--- config.mk ---
export PLATFORM = sky130hd
export DESIGN_NAME = offset_encoder_flat
export DESIGN_NICKNAME = d
export VERILOG_FILES = /design/src/rtl/offset_encoder_if.sv /design/src/rtl/offset_encoder.sv /design/src/flat_wrapper.sv
export SDC_FILE = /design/constraint.sdc
export NUM_CORES = 1
export LEC_CHECK = 0
export BUFFER_PORTS_ARGS = -buffer_cell sky130_fd_sc_hd__buf_4
export CAP_MARGIN = 20
export CORE_UTILIZATION = 47
export CTS_CLUSTER_DIAMETER = 100
export CTS_CLUSTER_SIZE = 16
export DETAILED_ROUTE_END_ITERATION = 10
export PLACE_DENSITY = 0.75
export SLEW_MARGIN = 20
export SYNTH_ARGS = -nofsm -noshare
export SYNTH_HDL_FRONTEND = slang
export SYNTH_SLANG_ARGS = --single-unit
--- constraint.sdc ---
create_clock -name clk -period 1.5 [get_ports clk]
set_clock_uncertainty 0.05 [all_clocks]
set_input_delay 0.075 -clock clk [delete_from_list [all_inputs] [get_ports clk]]
set_output_delay 0.075 -clock clk [all_outputs]
set_load 0.03 [all_outputs]
--- src/rtl/offset_encoder_if.sv ---
// Request/result bundle for offset_encoder: offset request in, packed immediate field and flags out.
// Handshake: a beat transfers on the rising edge where valid & ready are both high; valid must not depend on ready.
interface offset_encoder_if #(
    parameter int DATA_W = 64,
    parameter int LDST_W = 16,
    parameter int BEQ_W  = 21
);
    logic              in_valid;
    logic              in_ready;
    logic              in_kind;
    logic [DATA_W-1:0] in_value;
    logic              out_valid;
    logic              out_ready;
    logic              out_kind;
    logic [LDST_W-1:0] out_ldst;
    logic [BEQ_W-1:0]  out_beq;
    logic              out_range_err;
    logic              out_align_err;

    modport master (
        output in_valid, in_kind, in_value, out_ready,
        input  in_ready, out_valid, out_kind, out_ldst, out_beq, out_range_err, out_align_err
    );

    modport slave (
        input  in_valid, in_kind, in_value, out_ready,
        output in_ready, out_valid, out_kind, out_ldst, out_beq, out_range_err, out_align_err
    );
endinterface

--- src/rtl/offset_encoder.sv ---
// Packs a signed 64-bit byte offset into a ldst (16-bit) or branch (21-bit, word-scaled) immediate.
// Two-stage valid/ready pipeline; define OFFSET_ENC_STATS_EN to add saturating pop/error counters.
module offset_encoder #(
    parameter int DATA_W    = 64,
    parameter int LDST_W    = 16,
    parameter int BEQ_W     = 21,
    parameter int BEQ_SHIFT = 2
) (
    input  logic              clk,
    input  logic              rst_n,
    offset_encoder_if.slave   bus
`ifdef OFFSET_ENC_STATS_EN
    ,
    output logic [15:0]       stat_cnt,
    output logic [15:0]       stat_rng_cnt,
    output logic [15:0]       stat_aln_cnt
`endif
);
    localparam int BEQ_HI = BEQ_W + BEQ_SHIFT;

    logic              s1_valid_q, s1_valid_d;
    logic              s1_kind_q, s1_kind_d;
    logic [DATA_W-1:0] s1_value_q, s1_value_d;

    logic              out_valid_q, out_valid_d;
    logic              out_kind_q, out_kind_d;
    logic [LDST_W-1:0] out_ldst_q, out_ldst_d;
    logic [BEQ_W-1:0]  out_beq_q, out_beq_d;
    logic              out_rng_q, out_rng_d;
    logic              out_aln_q, out_aln_d;

    logic              s2_free;
    logic              in_ready;
    logic              accept;
    logic [LDST_W-1:0] ldst_field;
    logic              ldst_rng;
    logic [BEQ_W-1:0]  beq_field;
    logic              beq_rng;
    logic              beq_aln;

    always_comb begin
        s2_free  = !out_valid_q || bus.out_ready;
        in_ready = !s1_valid_q || s2_free;
        accept   = bus.in_valid && in_ready;
    end

    // Encodable iff every bit from the field's sign bit upward matches, i.e. sign-extension round-trips.
    always_comb begin
        ldst_field = s1_value_q[LDST_W-1:0];
        ldst_rng   = !((&s1_value_q[DATA_W-1:LDST_W-1]) || !(|s1_value_q[DATA_W-1:LDST_W-1]));
        beq_field  = s1_value_q[BEQ_HI-1:BEQ_SHIFT];
        beq_rng    = !((&s1_value_q[DATA_W-1:BEQ_HI-1]) || !(|s1_value_q[DATA_W-1:BEQ_HI-1]));
        beq_aln    = |s1_value_q[BEQ_SHIFT-1:0];
    end

    always_comb begin
        s1_valid_d = s1_valid_q;
        s1_kind_d  = s1_kind_q;
        s1_value_d = s1_value_q;
        if (in_ready) begin
            s1_valid_d = bus.in_valid;
        end
        if (accept) begin
            s1_kind_d  = bus.in_kind;
            s1_value_d = bus.in_value;
        end
    end

    // Stage 2 only moves when its slot is free, so a stalled result stays frozen on the outputs.
    always_comb begin
        out_valid_d = out_valid_q;
        out_kind_d  = out_kind_q;
        out_ldst_d  = out_ldst_q;
        out_beq_d   = out_beq_q;
        out_rng_d   = out_rng_q;
        out_aln_d   = out_aln_q;
        if (s2_free) begin
            out_valid_d = s1_valid_q;
            out_kind_d  = s1_valid_q && s1_kind_q;
            out_ldst_d  = (s1_valid_q && !s1_kind_q) ? ldst_field : '0;
            out_beq_d   = (s1_valid_q && s1_kind_q) ? beq_field : '0;
            out_rng_d   = s1_valid_q && (s1_kind_q ? beq_rng : ldst_rng);
            out_aln_d   = s1_valid_q && s1_kind_q && beq_aln;
        end
    end

    always_ff @(posedge clk or negedge rst_n) begin
        if (!rst_n) begin
            s1_valid_q  <= 1'b0;
            s1_kind_q   <= 1'b0;
            s1_value_q  <= '0;
            out_valid_q <= 1'b0;
            out_kind_q  <= 1'b0;
            out_ldst_q  <= '0;
            out_beq_q   <= '0;
            out_rng_q   <= 1'b0;
            out_aln_q   <= 1'b0;
        end else begin
            s1_valid_q  <= s1_valid_d;
            s1_kind_q   <= s1_kind_d;
            s1_value_q  <= s1_value_d;
            out_valid_q <= out_valid_d;
            out_kind_q  <= out_kind_d;
            out_ldst_q  <= out_ldst_d;
            out_beq_q   <= out_beq_d;
            out_rng_q   <= out_rng_d;
            out_aln_q   <= out_aln_d;
        end
    end

    assign bus.in_ready      = in_ready;
    assign bus.out_valid     = out_valid_q;
    assign bus.out_kind      = out_kind_q;
    assign bus.out_ldst      = out_ldst_q;
    assign bus.out_beq       = out_beq_q;
    assign bus.out_range_err = out_rng_q;
    assign bus.out_align_err = out_aln_q;

`ifdef OFFSET_ENC_STATS_EN
    logic        pop;
    logic [15:0] cnt_q, cnt_d;
    logic [15:0] rng_cnt_q, rng_cnt_d;
    logic [15:0] aln_cnt_q, aln_cnt_d;

    // Counters saturate rather than wrap so a long run never reads as a small count.
    always_comb begin
        pop       = out_valid_q && bus.out_ready;
        cnt_d     = cnt_q;
        rng_cnt_d = rng_cnt_q;
        aln_cnt_d = aln_cnt_q;
        if (pop && cnt_q != 16'hFFFF) begin
            cnt_d = cnt_q + 16'd1;
        end
        if (pop && out_rng_q && rng_cnt_q != 16'hFFFF) begin
            rng_cnt_d = rng_cnt_q + 16'd1;
        end
        if (pop && out_aln_q && aln_cnt_q != 16'hFFFF) begin
            aln_cnt_d = aln_cnt_q + 16'd1;
        end
    end

    always_ff @(posedge clk or negedge rst_n) begin
        if (!rst_n) begin
            cnt_q     <= '0;
            rng_cnt_q <= '0;
            aln_cnt_q <= '0;
        end else begin
            cnt_q     <= cnt_d;
            rng_cnt_q <= rng_cnt_d;
            aln_cnt_q <= aln_cnt_d;
        end
    end

    assign stat_cnt     = cnt_q;
    assign stat_rng_cnt = rng_cnt_q;
    assign stat_aln_cnt = aln_cnt_q;
`endif
endmodule

--- src/flat_wrapper.sv ---
// flat-port wrapper written by rule: the top's interface ports become plain ports
module offset_encoder_flat 
#(
    parameter int DATA_W    = 64,
    parameter int LDST_W    = 16,
    parameter int BEQ_W     = 21,
    parameter int BEQ_SHIFT = 2
)
  (clk, rst_n, bus_in_valid, bus_in_kind, bus_in_value, bus_out_ready, bus_in_ready, bus_out_valid, bus_out_kind, bus_out_ldst, bus_out_beq, bus_out_range_err, bus_out_align_err);
  offset_encoder_if #(.DATA_W(DATA_W), .LDST_W(LDST_W), .BEQ_W(BEQ_W)) bus_i ();
  input  logic clk;
  input  logic rst_n;
  input wire logic [$bits(bus_i.in_valid)-1:0] bus_in_valid;
  input wire logic [$bits(bus_i.in_kind)-1:0] bus_in_kind;
  input wire logic [$bits(bus_i.in_value)-1:0] bus_in_value;
  input wire logic [$bits(bus_i.out_ready)-1:0] bus_out_ready;
  output wire logic [$bits(bus_i.in_ready)-1:0] bus_in_ready;
  output wire logic [$bits(bus_i.out_valid)-1:0] bus_out_valid;
  output wire logic [$bits(bus_i.out_kind)-1:0] bus_out_kind;
  output wire logic [$bits(bus_i.out_ldst)-1:0] bus_out_ldst;
  output wire logic [$bits(bus_i.out_beq)-1:0] bus_out_beq;
  output wire logic [$bits(bus_i.out_range_err)-1:0] bus_out_range_err;
  output wire logic [$bits(bus_i.out_align_err)-1:0] bus_out_align_err;
  assign bus_i.in_valid = bus_in_valid;
  assign bus_i.in_kind = bus_in_kind;
  assign bus_i.in_value = bus_in_value;
  assign bus_i.out_ready = bus_out_ready;
  assign bus_in_ready = bus_i.in_ready;
  assign bus_out_valid = bus_i.out_valid;
  assign bus_out_kind = bus_i.out_kind;
  assign bus_out_ldst = bus_i.out_ldst;
  assign bus_out_beq = bus_i.out_beq;
  assign bus_out_range_err = bus_i.out_range_err;
  assign bus_out_align_err = bus_i.out_align_err;
  offset_encoder #(.DATA_W(DATA_W), .LDST_W(LDST_W), .BEQ_W(BEQ_W), .BEQ_SHIFT(BEQ_SHIFT)) u_core (.clk(clk), .rst_n(rst_n), .bus(bus_i));
endmodule
# == After elaboration in Yosys (flattened, before gate mapping) ==
# Index checks and enable logic that the tools add are counted.
# classes
addsub,0
multipliers,0
div_mod_pow,0
n_lt_le_gt_ge,0
n_eq_ne,0
shifts,0
muxes,3
bitwise,0
reduce_logical,21
# op_table
cell,count
AND reduction 49 bit,1
OR reduction 49 bit,1
AND reduction 42 bit,1
OR reduction 42 bit,1
two-way mux 21 bit,1
two-way mux 16 bit,1
zero test 1 bit,7
logical AND 1 bit,5
logical OR 1 bit,4
OR reduction 2 bit,1
two-way mux 1 bit,1
# totals
reg_bits,107
latch_bits,0
ram_bits,0
mem_bits_ro,0
input_bits,69
output_inout_bits,42
mem_count,0

# == Logic depth before layout (Yosys ltp) ==
# Gate-level depths: netlist (run 1).
# logic_depth
depth_word,6
ltp_mapped,7

# == Least setup slack after synthesis (run 1) ==
# Ideal clock, no wire load.
# synth_path
path_kind,register -> register
start,"reg u_core.out_valid_q, in the netlist u_core.bus.out_valid"
end,reg u_core.s1_value_q[13]
setup_ns,0.127
arrival_ns,1.723
required_time_ns,1.323
setup_slack_ns,-0.400
path_stages_with_launch,8
path_buffers,3
period_less_slack_ns,1.900
cell_sequence,dfrtp_1 > nor2b_1 > buf_2 > nand2_2 > nand2_1 > buf_6 > buf_6 > mux2_1
# synth_between
elab_chain_cells,4
# synth_rtl
item,line,text
start: declaration,offset_encoder.sv:25,"logic out_valid_q, out_valid_d;"
start signal: assignment,offset_encoder.sv:102,out_valid_q <= out_valid_d;
zero test 1 bit,offset_encoder.sv:42,s2_free = !out_valid_q || bus.out_ready;
logical OR 1 bit,offset_encoder.sv:42,
logical OR 1 bit,offset_encoder.sv:43,in_ready = !s1_valid_q || s2_free;
named net bus_in_ready,flat_wrapper.sv:17,output wire logic [$bits(bus_i.in_ready)-1:0] bus_in_ready;
logical AND 1 bit,offset_encoder.sv:44,accept = bus.in_valid && in_ready;
end signal: assignment,offset_encoder.sv:101,s1_value_q <= s1_value_d;
end: declaration,offset_encoder.sv:23,"logic [DATA_W-1:0] s1_value_q, s1_value_d;"
# The timed path passes the listed nets, and every way through them passes these cells.
# A chain may end at the register's enable or synchronous reset.

# == Final worst setup path (run 1) ==
# layout_path
start,reg u_core.s1_value_q[44]
end,"reg u_core.out_rng_q, in the netlist u_core.bus.out_range_err"
# layout_between
elab_chain_cells,6
# layout_rtl
item,line,text
OR reduction 49 bit or OR reduction 42 bit (tied branches),"offset_encoder.sv:50, offset_encoder.sv:52",
zero test 1 bit (on tied branches),"offset_encoder.sv:50, offset_encoder.sv:52",
logical OR 1 bit (on tied branches),"offset_encoder.sv:50, offset_encoder.sv:52",
zero test 1 bit (on tied branches),"offset_encoder.sv:50, offset_encoder.sv:52",
two-way mux 1 bit *,offset_encoder.sv:82,out_rng_d = s1_valid_q && (s1_kind_q ? beq_rng : ldst_rng);
logical AND 1 bit *,offset_encoder.sv:82,
end signal: assignment,offset_encoder.sv:106,out_rng_q <= out_rng_d;
end: declaration,offset_encoder.sv:29,"logic out_rng_q, out_rng_d;"
# Every way passes the cells marked *; elsewhere a longest branch is shown, timed or not.

==> results.toml, run 1 <==
[outcome]
outcome = "finished with violations"
violations = "negative setup slack"

[final_layout]
final_cells = 621
antenna_cells = 0
nets = 577
layout-drive-gt1-share_pct = 52.2
area_growth_pct = 64.8

[timing]
worst_slack_ns = -0.178
finalCritPeriodShare_pct = 112
whs_ns = 0.0763
rsz0062_at_grt = "true"
final-setup-viol-count = 1
relSlewSlack_pct = 61.6
fin_setup_tns_ns = -0.178
min_period_ns = 1.68
hold_violations = 0
final_max_slew_viol_count = 0
tightest_slew_ns = 0.576
max_freq_mhz = 596

[yosys]
netlist_area_um2 = 4170
ys_types = 23
synthTopCellsByArea = "dfrtp_1 (64%), mux2_1 (13%), a22o_1 (7.8%), mux2_2 (4.0%), nand4_1 (2.1%)"
yosys.area.top_type = "dfrtp_1"
yosys_warnings = 0
syn_inst = 277
syn-num-nets = 346
synth-edff-count = 0
postSynthAreaPerCell_um2 = 15.1
yosysMostFrequentCell = "dfrtp_1"
yosysSeqAreaShare_pct = 64.2
ys.flop_type = "dfrtp_1"
yosys.area.top_type_share_pct = 64.2
synth-seq-cells = 107
async_flop_share_pct = 100
synth_commonest_cells = "dfrtp_1 (107), mux2_1 (50), a22o_1 (37), mux2_2 (15), nand4_1 (14)"

[pwr]
vdd_drop_max_mv = 0.611
finalPower_mw = 7.63
powerDensity_nw_per_um2 = 1110
cellLeakagePower_nw = 3.36

[global_routing]
first_global_vias = 3593
grt_start_max_net_pins = 108
overflow = 0
antenna_found_initial = 0
grt_first_pass_wirelength_mm = 17.7
grt_usage_pct = 26.1

[clock_tree]
cts_tree = "yes"
clkSinkCount = 107
clkLatencyLatePin_ns = 0.36
numCtsBuffers = 9
clockBufferDepth = 2
cts_max_level = 3
path_clk_slew_ns = 0.10
clock_tree.root_cell = "clkbuf_8"

[worst_setup_path]
cp.required_ns = 1.71
crit_path_start_kind = "flop"
end_kind = "flop"
worst-setup-path-type = "flop to flop"
arrival_ns = 1.89
crit_path_max_fanout = 3

[detailed_routing]
vias = 3327
dr_wl_met3_um = 436
first_iter_violations = 85
dr.max_layer_used = "met4"
wl_met1_mm = 4.81
via_per_inst = 5.36
drc = 0
drtAntennaViolNets = 0
wl_met2_mm = 6.05
totalWireLength_mm = 11.6
avgRoutedWirePerCell_um = 18.6
firstDrtPassIters = 4

[place]
place_inst = 519
dp_slack_ns = -0.226
gp_congestion = 0.782
hpwl_mm = 6.37
io_buffers = 110

[die]
die_area_um2 = 9260
die_x_um = 96.2
coreArea_um2 = 8640
fp-row-count = 34
die_h_um = 96.2
initial_core_util_pct = 48.3
io_pins = 111

[min_path]
hold_path.class = "input port to flop"

[flow_run]
maxCapViolCount = 0
[stage by stage]
stage               cell area [µm²]  util, %
global placement               5430     62.9
CTS                            6860     79.4
detailed placement             5430     62.9
finish                         6880     79.6
global route                   6880     79.6
floorplan                      4220        -
[placed cells by master (no fill, tap or decap), types with 2 or more instances in the layout]
cell	synthesis	routed
bufinv_16	0	2
buf_6	6	7
buf_16	0	3
dlygate4sd3_1	0	67
clkbuf_8	0	9
nor4_1	12	2
dfrtp_1	107	106
nand2_1	6	5
clkinv_2	0	2
nand4_1	14	14
mux2_4	0	64
a22o_1	37	37
nand2_8	0	2
nand3_1	5	4
nor3_1	2	2
nor4_2	1	10
buf_4	0	151
buf_12	0	5
nor2_1	4	3
clkbuf_1	4	2
[worst max-delay path: stages (launching register included)]
cell,delay [ns]
dfrtp_1,0.43
nor4_2,0.34
nand3_2,0.14
or3_4,0.37
o211ai_2,0.16
nand3_1,0.09
[flip-flops by register name, indices dropped and copies added, names as in the netlist]
register and cells:
u_core.bus.out_align_err 1, u_core.bus.out_beq 21, u_core.bus.out_kind 1, u_core.bus.out_ldst 16
u_core.bus.out_range_err 1, u_core.bus.out_valid 1, u_core.s1_kind_q 1, u_core.s1_valid_q 1
u_core.s1_value_q 64
[layout make-up]
class	instances	area, µm²
Clock buffer	11	131
Clock inverter	5	77.6
Fill cell	480	1760
Multi-Input combinational cell	155	1750
Sequential cell	107	2680
Tap cell	108	135
Timing Repair Buffer	235	2110
[cell families (layout without fill, tap and decap cells)]
group / after synthesis / count (layout) / synth area share [%]
multiplexers: 65 / 65 / 17.5
buffers and inverters: 15 / 251 / 2.58
AO/OA/AOI/OAI: 40 / 40 / 8.43
flip-flops: 107 / 107 / 64.2
AND/OR/NAND/NOR: 50 / 50 / 7.26
[power breakdown]
group          leakage, nW  internal [mW]  switching (mW)
clock                0.103          0.937           0.951
combinational         1.95           1.21           0.909
sequential            1.31           3.29           0.334
[path summary, 6_finish.rpt]
check / cells after the start / slack (ns) / endpoint / start
max: 5 / -0.18 / u_core.bus.out_range_err$_DFFE_PN0P_ / u_core.s1_value_q[44]$_DFFE_PN0P_
min: 5 / 0.08 / u_core.s1_valid_q$_DFFE_PN0N_ / bus_out_ready
max reg2reg: 5 / -0.18 / u_core.bus.out_range_err$_DFFE_PN0P_ / u_core.s1_value_q[44]$_DFFE_PN0P_
min reg2reg: 2 / 0.45 / u_core.bus.out_align_err$_DFFE_PN0P_ / u_core.bus.out_align_err$_DFFE_PN0P_
max in group asynchronous: 3 / 0.68 / u_core.bus.out_valid$_DFFE_PN0P_ / rst_n
min in group asynchronous: 3 / 0.23 / u_core.s1_value_q[12]$_DFFE_PN0P_ / rst_n
[layer usage]
layer / vias to the layer above / GRT usage [%]
met5: - / 0
met1: 1697 / 31.8
met2: 107 / 45.4
li1: 1501 / -
met4: 0 / 10.1
met3: 22 / 5.13
[what timing repair did]
action                     CTS  global route
hold endpoints to repair   173             0
hold buffers                67             0
gates resized for setup     67            34
setup endpoints to repair   82            97
setup buffers               20             3
cloned                       6             1
pin swaps                    3             3
Note: power is estimated with default switching activity, not from simulation.
==> run 2, diff against run 1 <==
--- a/config.mk
+++ b/config.mk
@@ -16,3 +16,4 @@
 export SYNTH_ARGS = -nofsm -noshare
 export SYNTH_HDL_FRONTEND = slang
 export SYNTH_SLANG_ARGS = --single-unit
+export TNS_END_PERCENT = 50
==> run 2 against run 1 <==
The flow still finishes with violations (negative setup slack). Fmax shrank 0.58%. Routed wire length grew 1.8%. Setup slack lost 0.0099 ns. Register-to-register slack barely moved. Sequential cell count unchanged. Core utilization up 0.25 points. Global-route usage down 0.71 points. Critical path depth rose by 2.
==> results.toml, run 2 (synthesis gave the netlist of run 1 again) <==
[die]
initial_core_util_pct = 48.3
die_area_um2 = 9260
io_pins = 111
die_x_um = 96.2
fp-row-count = 34
die_h_um = 96.2
coreArea_um2 = 8640

[detailed_routing]
totalWireLength_mm = 11.8
avgRoutedWirePerCell_um = 18.6
via_per_inst = 5.34
firstDrtPassIters = 4
vias = 3379
drc = 0
first_iter_violations = 114
drtAntennaViolNets = 0

[clock_tree]
clkLatencyLatePin_ns = 0.36
clkSinkCount = 107
clock_tree.root_cell = "clkbuf_8"
numCtsBuffers = 9
path_clk_slew_ns = 0.11
cts_max_level = 3
clockBufferDepth = 2
cts_tree = "yes"

[place]
dpl-instance-area_um2 = 5520
hpwl_mm = 6.62
dp_slack_ns = -0.232
io_buffers = 110
gp_congestion = 0.736

[timing]
min_period_ns = 1.69
final_max_slew_viol_count = 0
tightest_slew_ns = 0.435
fin_setup_tns_ns = -1.08
worst_slack_ns = -0.188
hold_violations = 0
relSlewSlack_pct = 70.8
finalCritPeriodShare_pct = 113
final-setup-viol-count = 18
max_freq_mhz = 592
whs_ns = 0.118
rsz0062_at_grt = "true"

[worst_setup_path]
crit_path_max_fanout = 2
worst-setup-path-type = "flop to flop"
path_cells = "buf_4, nand4_1, nor4_1, buf_4, nand4_1, o211ai_2, nand3_1"
cp_top_family = "simple AND/OR/NAND/NOR gates"
crit_path_start_kind = "flop"
slowest_delay_ns = 0.41
cp.required_ns = 1.71
arrival_ns = 1.90
path_buf_inv = 2
r2r_slack_ns = -0.19
crit_slowest_cell = "nor4_1"
end_kind = "flop"

[final_layout]
layout_commonest_cell = "buf_4"
nFillCells = 468
area_growth_pct = 65.4
layout-drive-gt1-share_pct = 52.5
final_cell_mix = "buf_4 (163), dfrtp_1 (106), dlygate4sd3_1 (67), mux2_4 (58), a22o_1 (37)"
nets = 588
largest_reg_flops = 64
final_cell_area_um2 = 6900
top_register = "u_core.s1_value_q"

[pwr]
power_frac_seq_pct = 48.7
cellLeakagePower_nw = 3.38
p_switching_mw = 2.24
clkPwrFrac_pct = 21.9
p_int_mw = 5.15
powerDensity_nw_per_um2 = 1070
swShare_pct = 30.3
vdd_drop_max_mv = 0.542
comb_power_share_pct = 29.4

[outcome]
outcome = "finished with violations"
violations = "negative setup slack"

[global_routing]
grt_start_max_net_pins = 32
grt_first_pass_wirelength_mm = 17.3
grt_usage_pct = 25.3
first_global_vias = 3552
antenna_found_initial = 1
overflow = 0

[min_path]
hold_path.class = "input port to asynchronous set/reset pin"

[flow_run]
maxCapViolCount = 0
run 2: what timing repair did:
| action | CTS | global route |
|---|---|---|
| hold endpoints to repair | 173 | 0 |
| gates cloned | 3 | 5 |
| setup buffers | 8 | 2 |
| hold buffers | 67 | 0 |
| gates resized for setup | 33 | 42 |
| setup endpoints to repair | 104 | 87 |
| pin swaps | 12 | 6 |
run 2: final cells by class:
cell class                 count  area (µm²)  area share [%]
antenna                        1        2.50          0.0363
clock buffer                  10         128            1.85
clock inverter                 6        50.0           0.726
multi-input combinational    157        1720            24.9
sequential                   107        2680            38.8
tap                          108         135            1.96
timing repair buffer         244        2190            31.7
run 2: through the flow:
step                      power, mW  std cells  util, %
final                          7.39        633     79.9
after global routing           7.74        633     79.9
after detailed placement       5.26        533     63.9
after floorplan                4.41        277        -
after global placement         5.19        533     63.9
after CTS                      7.19        627     77.1
run 2: power groups by stage:
stage | Clock [mW] | Sequential [mW] | Combinational, mW
detailed placement | 0 | 3.62 | 1.64
finish | 1.62 | 3.60 | 2.17
global route | 1.79 | 3.64 | 2.31
global placement | 0 | 3.59 | 1.60
floorplan | 0 | 3.87 | 0.541
CTS | 1.65 | 3.58 | 1.96
run 2: final timing paths:
| path | endpoint | from | cells past startpoint |
|---|---|---|---|
| min in group clk | u_core.s1_valid_q$_DFFE_PN0N_ | bus_out_ready | 5 |
| min reg2reg | u_core.bus.out_kind$_DFFE_PN0P_ | u_core.bus.out_kind$_DFFE_PN0P_ | 1 |
| max reg2reg | u_core.bus.out_range_err$_DFFE_PN0P_ | u_core.s1_value_q[41]$_DFFE_PN0P_ | 7 |
| max in group asynchronous | u_core.s1_value_q[43]$_DFFE_PN0P_ | rst_n | 3 |
| min | u_core.bus.out_beq[13]$_DFFE_PN0P_ | rst_n | 2 |
| max | u_core.bus.out_range_err$_DFFE_PN0P_ | u_core.s1_value_q[41]$_DFFE_PN0P_ | 7 |
run 2: metal layers:
| metal | global-route usage, % | part of all wire [%] | vias to the layer above |
|---|---|---|---|
| met4 | 9.45 | 2.4 | 0 |
| met5 | 0 | 0 | - |
| li1 | - | - | 1543 |
| met3 | 4.11 | 3.5 | 22 |
| met1 | 31.9 | 41 | 1719 |
| met2 | 43.9 | 53 | 95 |
==> run 3, diff against run 2 <==
--- a/config.mk
+++ b/config.mk
@@ -8,6 +8,7 @@
 export BUFFER_PORTS_ARGS = -buffer_cell sky130_fd_sc_hd__buf_4
 export CAP_MARGIN = 20
 export CORE_UTILIZATION = 47
+export CTS_BUF_LIST = sky130_fd_sc_hd__clkbuf_4 sky130_fd_sc_hd__clkbuf_8 sky130_fd_sc_hd__clkbuf_16
 export CTS_CLUSTER_DIAMETER = 100
 export CTS_CLUSTER_SIZE = 16
 export DETAILED_ROUTE_END_ITERATION = 10
==> run 3 against run 2 <==
The run still ends with negative setup slack left. Sequential share of layout area shrank 0.19 points. Sequential cell count unchanged. Via count is 2.0% higher. Clock-buffer cell count did not move. Setup slack got worse by 0.013 ns. Global-route usage is 0.43 points higher.
==> results.toml, run 3 (synthesis gave the netlist of run 1 again) <==
[outcome]
outcome = "finished with violations"
violations = "negative setup slack"

[detailed_routing]
drtAntennaViolNets = 0
firstDrtPassIters = 4
via_per_inst = 5.42
totalWireLength_mm = 12.1
avgRoutedWirePerCell_um = 19.1
vias = 3448
drc = 0
first_iter_violations = 122

[timing]
rsz0062_at_grt = "true"
relSlewSlack_pct = 74.1
final-setup-viol-count = 26
hold_violations = 0
final_max_slew_viol_count = 0
finalCritPeriodShare_pct = 113
min_period_ns = 1.70
tightest_slew_ns = 0.385
worst_slack_ns = -0.201
fin_setup_tns_ns = -1.99
max_freq_mhz = 588

[clock_tree]
cts_tree = "yes"
numCtsBuffers = 9
clockBufferDepth = 2
clock_tree.root_cell = "clkbuf_8"
clkLatencyLatePin_ns = 0.36
cts_max_level = 3
clkSinkCount = 107
path_clk_slew_ns = 0.11

[final_layout]
finalCoreUtilization_pct = 80.3
nets = 592
area_growth_pct = 66.2
antenna_cells = 0
final_cell_mix = "buf_4 (162), dfrtp_1 (106), dlygate4sd3_1 (67), mux2_4 (48), a22o_1 (37)"
layout-drive-gt1-share_pct = 51.3
final_cells = 636
top_register = "u_core.s1_value_q"
layout_commonest_cell = "buf_4"
largest_reg_flops = 64
nFillCells = 462

[pwr]
cellLeakagePower_nw = 3.37
powerDensity_nw_per_um2 = 1070
vdd_drop_max_mv = 0.552

[worst_setup_path]
r2r_slack_ns = -0.20
end_kind = "flop"
arrival_ns = 1.91
cp.required_ns = 1.70
crit_path_end = "u_core.bus.out_range_err$_DFFE_PN0P_"
reg2reg_to = "u_core.bus.out_range_err$_DFFE_PN0P_"
crit_path_start_kind = "flop"
rr_worst_depth = 5
crit_path_max_fanout = 3
worst-setup-path-type = "flop to flop"
cp-startpoint = "u_core.s1_value_q[49]$_DFFE_PN0P_"
r2r-start = "u_core.s1_value_q[49]$_DFFE_PN0P_"

[place]
gp_congestion = 0.736
place_inst = 533
io_buffers = 110
hpwl_mm = 6.62

[die]
die_area_um2 = 9260
initial_core_util_pct = 48.3
io_pins = 111
die_h_um = 96.2
coreArea_um2 = 8640
die_x_um = 96.2
fp-row-count = 34

[global_routing]
antenna_found_initial = 0
grt_usage_pct = 25.8
overflow = 0
grt_first_pass_wirelength_mm = 17.5
first_global_vias = 3553
grt_start_max_net_pins = 32

[flow_run]
maxCapViolCount = 0

[min_path]
hold_path.class = "input port to asynchronous set/reset pin"
==> run 3: cell type report <==
cell class	count	area [µm²]	area share, %
sequential	107	2680	38.6
timing repair buffer	248	2250	32.5
multi-input combinational	157	1690	24.3
tap	108	135	1.95
clock buffer	10	131	1.90
clock inverter	6	50.0	0.722
==> run 3: timing repair <==
item / 4_1_cts / 5_1_grt
setup endpoints to repair: 104 / 86
endpoints found under the hold margin: 173 / 0
resized for setup: 23 / 45
hold buffers: 67 / 0
setup buffers: 9 / 5
gates cloned: 6 / 2
pin swaps: 22 / 7
==> run 3: worst max-delay path, cell delays in order (launching register included) <==
cell	delay [ns]
dfrtp_1	0.45
nor4_2	0.31
nand3_1	0.15
or3_4	0.37
o211ai_2	0.16
nand3_1	0.10
==> run 3: per-stage QoR <==
step | total power, mW | setup WS (ns) | area [µm²] | hold slack [ns]
after floorplan | 4.41 | -0.182 | 4220 | -0.271
after global placement | 5.19 | -0.199 | 5520 | -0.0279
after detailed placement | 5.26 | -0.232 | 5520 | -0.0285
after CTS | 7.19 | -0.153 | 6700 | 0.112
after global routing | 7.77 | -0.313 | 6930 | 0.107
final | 7.44 | -0.201 | 6930 | 0.108
==> run 3: report_power, final <==
group          leakage [nW]  switching (mW)  internal [mW]
combinational          1.96           0.949           1.23
clock                0.0918            1.02          0.641
sequential             1.31           0.317           3.29
total                  3.37            2.28           5.16
==> run 3: how the worst min path moves through the flow <==
stage                  start                                    to
4_1_cts                rst_n   u_core.bus.out_ldst[10]$_DFFE_PN0P_
6_report               rst_n   u_core.bus.out_ldst[10]$_DFFE_PN0P_
3_3_place_gp           rst_n   u_core.bus.out_ldst[10]$_DFFE_PN0P_
2_1_floorplan          rst_n  u_core.bus.out_align_err$_DFFE_PN0P_
3_5_place_dp           rst_n   u_core.bus.out_ldst[10]$_DFFE_PN0P_
5_1_grt        bus_out_ready         u_core.s1_valid_q$_DFFE_PN0N_
==> run 3: routing by layer <==
metal	part of all wire, %	GRT usage, %
met1	41	31.7
met2	52	45.3
met3	3.6	4.11
met4	2.7	9.95
met5	0	0
